==> src/rtl/instr_encoder_loader_if.sv <==
// Field/handshake and instruction-memory write bundle for instr_encoder_loader.
// master = sequencer/bench side, slave = encoder side.
interface instr_encoder_loader_if;
    logic        in_valid;
    logic        in_ready;
    logic [1:0]  fmt;
    logic [6:0]  op;
    logic [2:0]  funct3;
    logic [6:0]  funct7;
    logic [4:0]  rd;
    logic [4:0]  rs1;
    logic [4:0]  rs2;
    logic [12:0] imm;
    logic        wr_en;
    logic [31:0] wr_addr;
    logic [31:0] wr_data;
    logic        full;
    logic        err;

    modport master (
        output in_valid, fmt, op, funct3, funct7, rd, rs1, rs2, imm,
        input  in_ready, wr_en, wr_addr, wr_data, full, err
    );

    modport slave (
        input  in_valid, fmt, op, funct3, funct7, rd, rs1, rs2, imm,
        output in_ready, wr_en, wr_addr, wr_data, full, err
    );
endinterface

==> src/rtl/instr_encoder_loader.sv <==
// RV32I R/I/S/B field encoder that fills instruction memory sequentially.
// Optional field legality checking (sticky err) is enabled by ENCODER_CHECK_EN.
module instr_encoder_loader #(
    parameter int unsigned DEPTH     = 64,
    parameter logic [31:0] BASE_ADDR = 32'h0000_0000
) (
    input logic                    clk,
    input logic                    rst,
    input logic                    clear,
    instr_encoder_loader_if.slave  bus
);
    localparam int unsigned CW = $clog2(DEPTH + 1);

    typedef enum logic [1:0] {IDLE, ENC, WR, FULL} state_t;

    state_t          state, state_n;
    logic [CW-1:0]   count, count_inc;
    logic            last;
    logic [31:0]     addr_q, data_q, word;
    logic [1:0]      fmt_q;
    logic [6:0]      op_q, f7_q;
    logic [2:0]      f3_q;
    logic [4:0]      rd_q, rs1_q, rs2_q;
    logic [12:0]     imm_q;

    assign count_inc   = count + 1'b1;
    assign last        = (count_inc == CW'(DEPTH));
    assign bus.full    = (state == FULL);
    assign bus.wr_addr = addr_q;
    assign bus.wr_data = data_q;

    always_ff @(posedge clk) begin
        if (rst) state <= IDLE;
        else     state <= state_n;
    end

    // wr_en is gated by clear/rst so an abort suppresses the strobe in the same cycle
    always_comb begin
        state_n      = state;
        bus.in_ready = 1'b0;
        bus.wr_en    = 1'b0;
        case (state)
            IDLE: begin
                bus.in_ready = 1'b1;
                if (!clear && bus.in_valid) state_n = ENC;
            end
            ENC:  state_n = clear ? IDLE : WR;
            WR: begin
                bus.wr_en = !clear && !rst;
                state_n   = (clear || !last) ? IDLE : FULL;
            end
            FULL: if (clear) state_n = IDLE;
            default: state_n = IDLE;
        endcase
    end

    always_comb begin
        word = '0;
        case (fmt_q)
            2'b00:   word = {imm_q[11:0], rs1_q, f3_q, rd_q, op_q};
            2'b01:   word = {imm_q[11:5], rs2_q, rs1_q, f3_q, imm_q[4:0], op_q};
            2'b10:   word = {imm_q[12], imm_q[10:5], rs2_q, rs1_q, f3_q,
                             imm_q[4:1], imm_q[11], op_q};
            default: word = {f7_q, rs2_q, rs1_q, f3_q, rd_q, op_q};
        endcase
    end

    always_ff @(posedge clk) begin
        if (rst) begin
            addr_q <= BASE_ADDR;
            count  <= '0;
            data_q <= '0;
            fmt_q  <= '0;
            op_q   <= '0;
            f3_q   <= '0;
            f7_q   <= '0;
            rd_q   <= '0;
            rs1_q  <= '0;
            rs2_q  <= '0;
            imm_q  <= '0;
        end else if (clear) begin
            addr_q <= BASE_ADDR;
            count  <= '0;
        end else begin
            case (state)
                IDLE: if (bus.in_valid) begin
                    fmt_q <= bus.fmt;
                    op_q  <= bus.op;
                    f3_q  <= bus.funct3;
                    f7_q  <= bus.funct7;
                    rd_q  <= bus.rd;
                    rs1_q <= bus.rs1;
                    rs2_q <= bus.rs2;
                    imm_q <= bus.imm;
                end
                ENC: data_q <= word;
                WR: begin
                    addr_q <= addr_q + 32'd4;
                    count  <= count_inc;
                end
                default: ;
            endcase
        end
    end

`ifdef ENCODER_CHECK_EN
    logic illegal, err_q;

    always_comb begin
        illegal = (op_q[1:0] != 2'b11);
        case (fmt_q)
            2'b10:        illegal = illegal | imm_q[0];
            2'b00, 2'b01: illegal = illegal | (imm_q[12] != imm_q[11]);
            default: ;
        endcase
    end

    always_ff @(posedge clk) begin
        if (rst)                                      err_q <= 1'b0;
        else if (!clear && state == ENC && illegal)   err_q <= 1'b1;
    end

    assign bus.err = err_q;
`else
    assign bus.err = 1'b0;
`endif
endmodule

==> src/flat_wrapper.sv <==
// flat-port wrapper written by rule: the top's interface ports become plain ports
module instr_encoder_loader_flat 
#(
    parameter int unsigned DEPTH     = 64,
    parameter logic [31:0] BASE_ADDR = 32'h0000_0000
)
  (clk, rst, clear, bus_in_valid, bus_fmt, bus_op, bus_funct3, bus_funct7, bus_rd, bus_rs1, bus_rs2, bus_imm, bus_in_ready, bus_wr_en, bus_wr_addr, bus_wr_data, bus_full, bus_err);
  instr_encoder_loader_if bus_i ();
  input logic clk;
  input logic rst;
  input logic clear;
  input wire logic [$bits(bus_i.in_valid)-1:0] bus_in_valid;
  input wire logic [$bits(bus_i.fmt)-1:0] bus_fmt;
  input wire logic [$bits(bus_i.op)-1:0] bus_op;
  input wire logic [$bits(bus_i.funct3)-1:0] bus_funct3;
  input wire logic [$bits(bus_i.funct7)-1:0] bus_funct7;
  input wire logic [$bits(bus_i.rd)-1:0] bus_rd;
  input wire logic [$bits(bus_i.rs1)-1:0] bus_rs1;
  input wire logic [$bits(bus_i.rs2)-1:0] bus_rs2;
  input wire logic [$bits(bus_i.imm)-1:0] bus_imm;
  output wire logic [$bits(bus_i.in_ready)-1:0] bus_in_ready;
  output wire logic [$bits(bus_i.wr_en)-1:0] bus_wr_en;
  output wire logic [$bits(bus_i.wr_addr)-1:0] bus_wr_addr;
  output wire logic [$bits(bus_i.wr_data)-1:0] bus_wr_data;
  output wire logic [$bits(bus_i.full)-1:0] bus_full;
  output wire logic [$bits(bus_i.err)-1:0] bus_err;
  assign bus_i.in_valid = bus_in_valid;
  assign bus_i.fmt = bus_fmt;
  assign bus_i.op = bus_op;
  assign bus_i.funct3 = bus_funct3;
  assign bus_i.funct7 = bus_funct7;
  assign bus_i.rd = bus_rd;
  assign bus_i.rs1 = bus_rs1;
  assign bus_i.rs2 = bus_rs2;
  assign bus_i.imm = bus_imm;
  assign bus_in_ready = bus_i.in_ready;
  assign bus_wr_en = bus_i.wr_en;
  assign bus_wr_addr = bus_i.wr_addr;
  assign bus_wr_data = bus_i.wr_data;
  assign bus_full = bus_i.full;
  assign bus_err = bus_i.err;
  instr_encoder_loader #(.DEPTH(DEPTH), .BASE_ADDR(BASE_ADDR)) u_core (.clk(clk), .rst(rst), .clear(clear), .bus(bus_i));
endmodule
==> config.mk <==
export PLATFORM = sky130hd
export DESIGN_NAME = instr_encoder_loader_flat
export DESIGN_NICKNAME = d
export VERILOG_FILES = /design/src/rtl/instr_encoder_loader_if.sv /design/src/rtl/instr_encoder_loader.sv /design/src/flat_wrapper.sv
export SDC_FILE = /design/constraint.sdc
export NUM_CORES = 1
export LEC_CHECK = 0
export BUFFER_PORTS_ARGS = -buffer_cell sky130_fd_sc_hd__buf_2
export CAP_MARGIN = 10
export CELL_PAD_IN_SITES_DETAIL_PLACEMENT = 1
export CELL_PAD_IN_SITES_GLOBAL_PLACEMENT = 2
export CORE_ASPECT_RATIO = 0.75
export CORE_UTILIZATION = 30
export CTS_CLUSTER_SIZE = 8
export DETAILED_ROUTE_END_ITERATION = 7
export PLACE_DENSITY_LB_ADDON = 0.1
export SETUP_SLACK_MARGIN = 0.5
export SYNTH_ARGS = -nofsm -noshare
export SYNTH_HDL_FRONTEND = slang
export SYNTH_SLANG_ARGS = --single-unit
export TNS_END_PERCENT = 30
==> constraint.sdc <==
create_clock -name clk -period 2.2 [get_ports clk]
set_input_delay 0.11 -clock clk [delete_from_list [all_inputs] [get_ports clk]]
set_output_delay 0.11 -clock clk [all_outputs]
set_load 0.03 [all_outputs]
Yosys cells after proc, flatten, opt, wreduce, memory -nomap -nowiden --
Cells that the tools add are included.
Storage, ports and cells: register bits after elaboration 120, output and inout bits 68, input bits 51, logic and storage cells 43
Operators by class: equality and inequality tests 8, bitwise operators 1, multiplexer cells 8, $add $sub $neg 2, reductions and logical operators 12
Operators with widths (number):
- $pmux W32 S3 | 1
- $add A32 B3 Y32 const B | 1
- $mux W2 | 4
- $pmux W2 S4 | 1
- $add A7 B1 Y7 const B | 1
- $eq A7 B7 Y1 const B | 1
- $eq A2 B2 Y1 const B | 3
- $eq A2 B1 Y1 const B | 2
- $logic_not A2 Y1 | 2
- $reduce_and A2 Y1 | 2
- $logic_not A1 Y1 | 3
- $reduce_and A3 Y1 | 1
- $logic_and A1 B1 Y1 | 2
- $mux W1 | 2
- $ne A2 B1 Y1 const B | 1
- $ne A2 B2 Y1 const B | 1
- $reduce_or A2 Y1 | 1
- $logic_or A1 B1 Y1 | 1
- $not A1 Y1 | 1

Logic depth before layout (Yosys ltp) --
depth in word-level cells 6, gate-level depth with buffers 7, gate-level depth less buffers 5

Worst setup path after synthesis --
No wires, ideal clock.
path type register to register, from register u_core.addr_q[2], in the netlist u_core.bus.wr_addr[2], to register u_core.addr_q[26], in the netlist u_core.bus.wr_addr[26], setup time 115 ps, buffers on the path 2, path slack 363 ps, arrival 1723 ps, cell stages (with the launch flop) 8, cells stage by stage dfxtp_1 ha_1 and3b_1 buf_4 nand3_4 buf_2 o31a_1 o21a_1
Between the ends: word-level cells in the longest chain between the ends 1
RTL lines:
- start: declaration | RTL line instr_encoder_loader.sv:19 | logic [31:0] addr_q, data_q, word;
- start signal: assignment | RTL line instr_encoder_loader.sv:98 | addr_q <= addr_q + 32'd4;
- $add A32 B3 Y32 | RTL line instr_encoder_loader.sv:98
Every way passes these cells. A chain may end at the register's enable or synchronous reset.

Final worst setup path --
from register u_core.addr_q[6], in the netlist u_core.bus.wr_addr[6], to register u_core.addr_q[29], in the netlist u_core.bus.wr_addr[29]
Same word-level chain as after synthesis.

==> metrics.csv <==
stage;metric;value;unit
placed_design;gp_congestion;0.7460;
floorplanning;initial_core_util;31.21;%
floorplanning;rows;39;
floorplanning;coreArea;15470;um^2
global_route;gr-total-overflow;0;
clock_network;clk_path_buf_depth;2;
floorplanning;die_h;111.9;um
worst_setup_path;cp_data_required_time;2.51;ns
worst_hold_path;hp-start;clear;
logic_synthesis;synth_most_common_cell;nand2_1;
power_and_ir_drop;peakVddDrop;0.0004578;V
logic_synthesis;synth-seq-area-share;48.92;%
status;status;finished clean;
worst_hold_path;hold_depth;3;
logic_synthesis;synth_cells;591;
clock_network;cts_buffers;17;
worst_setup_path;r2r-start;u_core.bus.wr_addr[6]$_SDFFE_PP0P_;
finish;fillers;1849;
global_route;antenna_found_initial;1;
sta;hold_viol_final;0;
placed_design;port_buffers;115;
clock_network;clk-insertion-delay-late;0.42;ns
sta;finalCriticalPeriod;1.651;ns
sta;setup_viol;0;
clock_network;cts_tree;built;
drt;drt_iter0_drc;154;
sta;max_slew.worst_pin.slew;0.7340;ns
sta;setup_tns;0;ns
global_route;grt_pass1_wl;24670;um
logic_synthesis;synthArstFlopShare;0;%
logic_synthesis;synth.area.top_cells;dfxtp_1, nand2_1, a21oi_1;
clock_network;htree_levels;4;
power_and_ir_drop;power.total;5.639;mW
placed_design;hpwl;9818;um
worst_setup_path;r2r_end;u_core.bus.wr_addr[29]$_SDFFE_PP0P_;
worst_setup_path;startpoint_type;register;
drt;vias;4750;
finish;regArea;2384;um^2
logic_synthesis;synth_warnings;0;
floorplanning;dieArea;16610;um^2
clock_network;cts_sinks;118;
finish;layout-drive-gt1-share;27.19;%
drt;avgRoutedWirePerCell;15.72;um
worst_setup_path;cp_max_fo;14;
worst_hold_path;holdCritPathClass;input port to register;
finish;stdcell_count;972;
sta;timing.final.max_slew_violations;0;
sta;maxSlewHeadroom;51.07;%
job;cap_violations;0;
worst_setup_path;crit_path_end_kind;register;
worst_setup_path;cp.arrival;1.96;ns
worst_setup_path;ff2ff_path_depth;5;
worst_setup_path;path_class;register to register;
finish;multi_input_area;2342;um^2
logic_synthesis;synth_cell_types;49;
placed_design;placed_cell_area;5598;um^2
floorplanning;die_x;148.5;um
sta;fin_skew;0.01126;ns
clock_network;path_clk_slew;0.05;ns
logic_synthesis;synth_flop_cell;dfxtp_1;
logic_synthesis;syn_area;4828;um^2
sta;rsz0062_at_grt;yes;
sta;period_share;75.02;%
logic_synthesis;netlist_top_cells_count;nand2_1, dfxtp_1, a21oi_1;
drt;drt-total-wl;15280;um
placed_design;place_inst;878;
power_and_ir_drop;p_leak;2.667;nW
drt;drc;0;
logic_synthesis;syn_avg_cell_area;8.170;um^2
global_route;grt_max_degree;48;
logic_synthesis;synth_edf_count;0;
drt;drtPass1Iterations;4;
sta;fmax;0.6059;GHz
finish;final_cell_area;6920;um^2
clock_network;cts-root-buf;clkbuf_16;
worst_setup_path;rrSetupSlack;0.55;ns
finish;areaGrowthSynthToFinish;43.33;%
sta;fin_ws;0.5495;ns
global_route;first_global_vias;4817;
logic_synthesis;synth_top_area_share;48.92;%
power_and_ir_drop;power_per_cell_area;814.9;nW/um^2
global_route;track_usage;19.11;%
sta;whs;0.05141;ns
finish;final_util;44.74;%
drt;via_per_inst;4.887;
logic_synthesis;synth-seq-cells;118;
drt;postRouteAntennaNets;0;
placed_design;dp_slack;0.2616;ns
finish;layout.nets;806;
worst_hold_path;holdPathEnd;u_core.bus.wr_addr[31]$_SDFFE_PP0P_;
floorplanning;boundaryPins;119;
logic_synthesis;synth_area_leader_cell;dfxtp_1;
-- power breakdown --
part	switching, mW	total, mW	internal (mW)
logic	0.207	0.369	0.161
clock network	0.984	3.05	2.07
registers	0.0329	2.22	2.19
-- state kept, by name (all words and copies together) (netlist names) --
| signal | flops |
|---|---|
| u_core.rs2_q | 5 |
| u_core.count | 7 |
| u_core.op_q | 7 |
| u_core.bus.wr_data | 32 |
| u_core.f7_q | 7 |
| u_core.bus.wr_addr | 30 |
| u_core.f3_q | 3 |
| u_core.rd_q | 5 |
| u_core.fmt_q | 2 |
| u_core.state | 2 |
| u_core.rs1_q | 5 |
| u_core.imm_q | 13 |
-- worst max-delay path, cell delays in order, from the launching register on --
cell and delay (ns):
dfxtp_1 0.40, and4_4 0.32, nand3_4 0.18, buf_4 0.19, o31a_1 0.26, o21a_1 0.18
-- area by class of cell --
type,count,area share (%)
Multi-Input combinational cell,426,33.85
Clock inverter,8,2.061
Clock buffer,23,7.340
Antenna cell,2,0.07232
Timing Repair Buffer,186,18.32
Sequential cell,118,34.44
Inverter,4,0.2170
Tap cell,205,3.706
-- layer usage --
layer	vias to the layer above	part of all wire [%]	GRT usage, %
met2	91	45	29.66
li1	2367	-	-
met5	-	0	0
met1	2281	49	25.14
met4	0	0.90	7.010
met3	11	4.9	5.369
-- cell families after synthesis --
group                      share of synthesized area [%]
buffers and inverters                              4.846
AOI/OAI and AO/OA                                  15.34
DFF                                                48.92
other                                            0.07767
and+or+nand+nor                                    25.34
muxes                                              1.684
xor gates and xnor gates                           3.265
adders and majority gates                         0.5182
-- cell usage in the layout (no fill, tap or decap), drive strengths merged, types with 3 or more instances in the layout --
| cell type | netlist | layout |
|---|---|---|
| a211oi | 4 | 4 |
| a21oi | 80 | 80 |
| a311oi | 11 | 11 |
| and2 | 3 | 3 |
| and3 | 3 | 3 |
| and4 | 4 | 4 |
| buf | 20 | 139 |
| bufinv | 0 | 4 |
| clkbuf | 26 | 23 |
| clkinv | 0 | 3 |
| conb | 1 | 3 |
| dfxtp | 118 | 118 |
| dlygate4sd3 | 0 | 47 |
| inv | 4 | 4 |
| mux2i | 7 | 7 |
| nand2 | 155 | 155 |
| nand3 | 19 | 20 |
| nand4 | 10 | 10 |
| nor2 | 38 | 38 |
| nor3 | 4 | 4 |
| nor4 | 6 | 6 |
| o21a | 4 | 4 |
| o21ai | 12 | 12 |
| o31a | 3 | 3 |
| o31ai | 9 | 9 |
| or3 | 6 | 6 |
| or4 | 9 | 9 |
| xnor2 | 7 | 7 |
| xor2 | 11 | 11 |
-- timing repair --
| action | 4_1_cts | 5_1_grt |
|---|---|---|
| pin swaps | 1 | 7 |
| setup buffers | 4 | 9 |
| resized for setup | 6 | 20 |
| setup endpoints to repair | 21 | 21 |
| hold buffers | 47 | 0 |
| cloned | 0 | 1 |
| hold endpoints to repair | 47 | 0 |
-- how the worst max path moves through the flow --
stage / start / end / slack, ns / depth (start not counted)
CTS: u_core.bus.wr_addr[11]$_SDFFE_PP0P_ / u_core.bus.wr_addr[25]$_SDFFE_PP0P_ / 0.49 / 4
global placement: u_core.bus.wr_addr[6]$_SDFFE_PP0P_ / u_core.bus.wr_addr[27]$_SDFFE_PP0P_ / 0.35 / 4
floorplan: u_core.bus.wr_addr[6]$_SDFFE_PP0P_ / u_core.bus.wr_addr[26]$_SDFFE_PP0P_ / 0.49 / 6
finish: u_core.bus.wr_addr[6]$_SDFFE_PP0P_ / u_core.bus.wr_addr[29]$_SDFFE_PP0P_ / 0.55 / 5
detailed placement: u_core.bus.wr_addr[6]$_SDFFE_PP0P_ / u_core.bus.wr_addr[27]$_SDFFE_PP0P_ / 0.26 / 4
global route: u_core.bus.wr_addr[6]$_SDFFE_PP0P_ / u_core.bus.wr_addr[25]$_SDFFE_PP0P_ / 0.43 / 4
No activity file was read; power rests on OpenSTA's default activity.
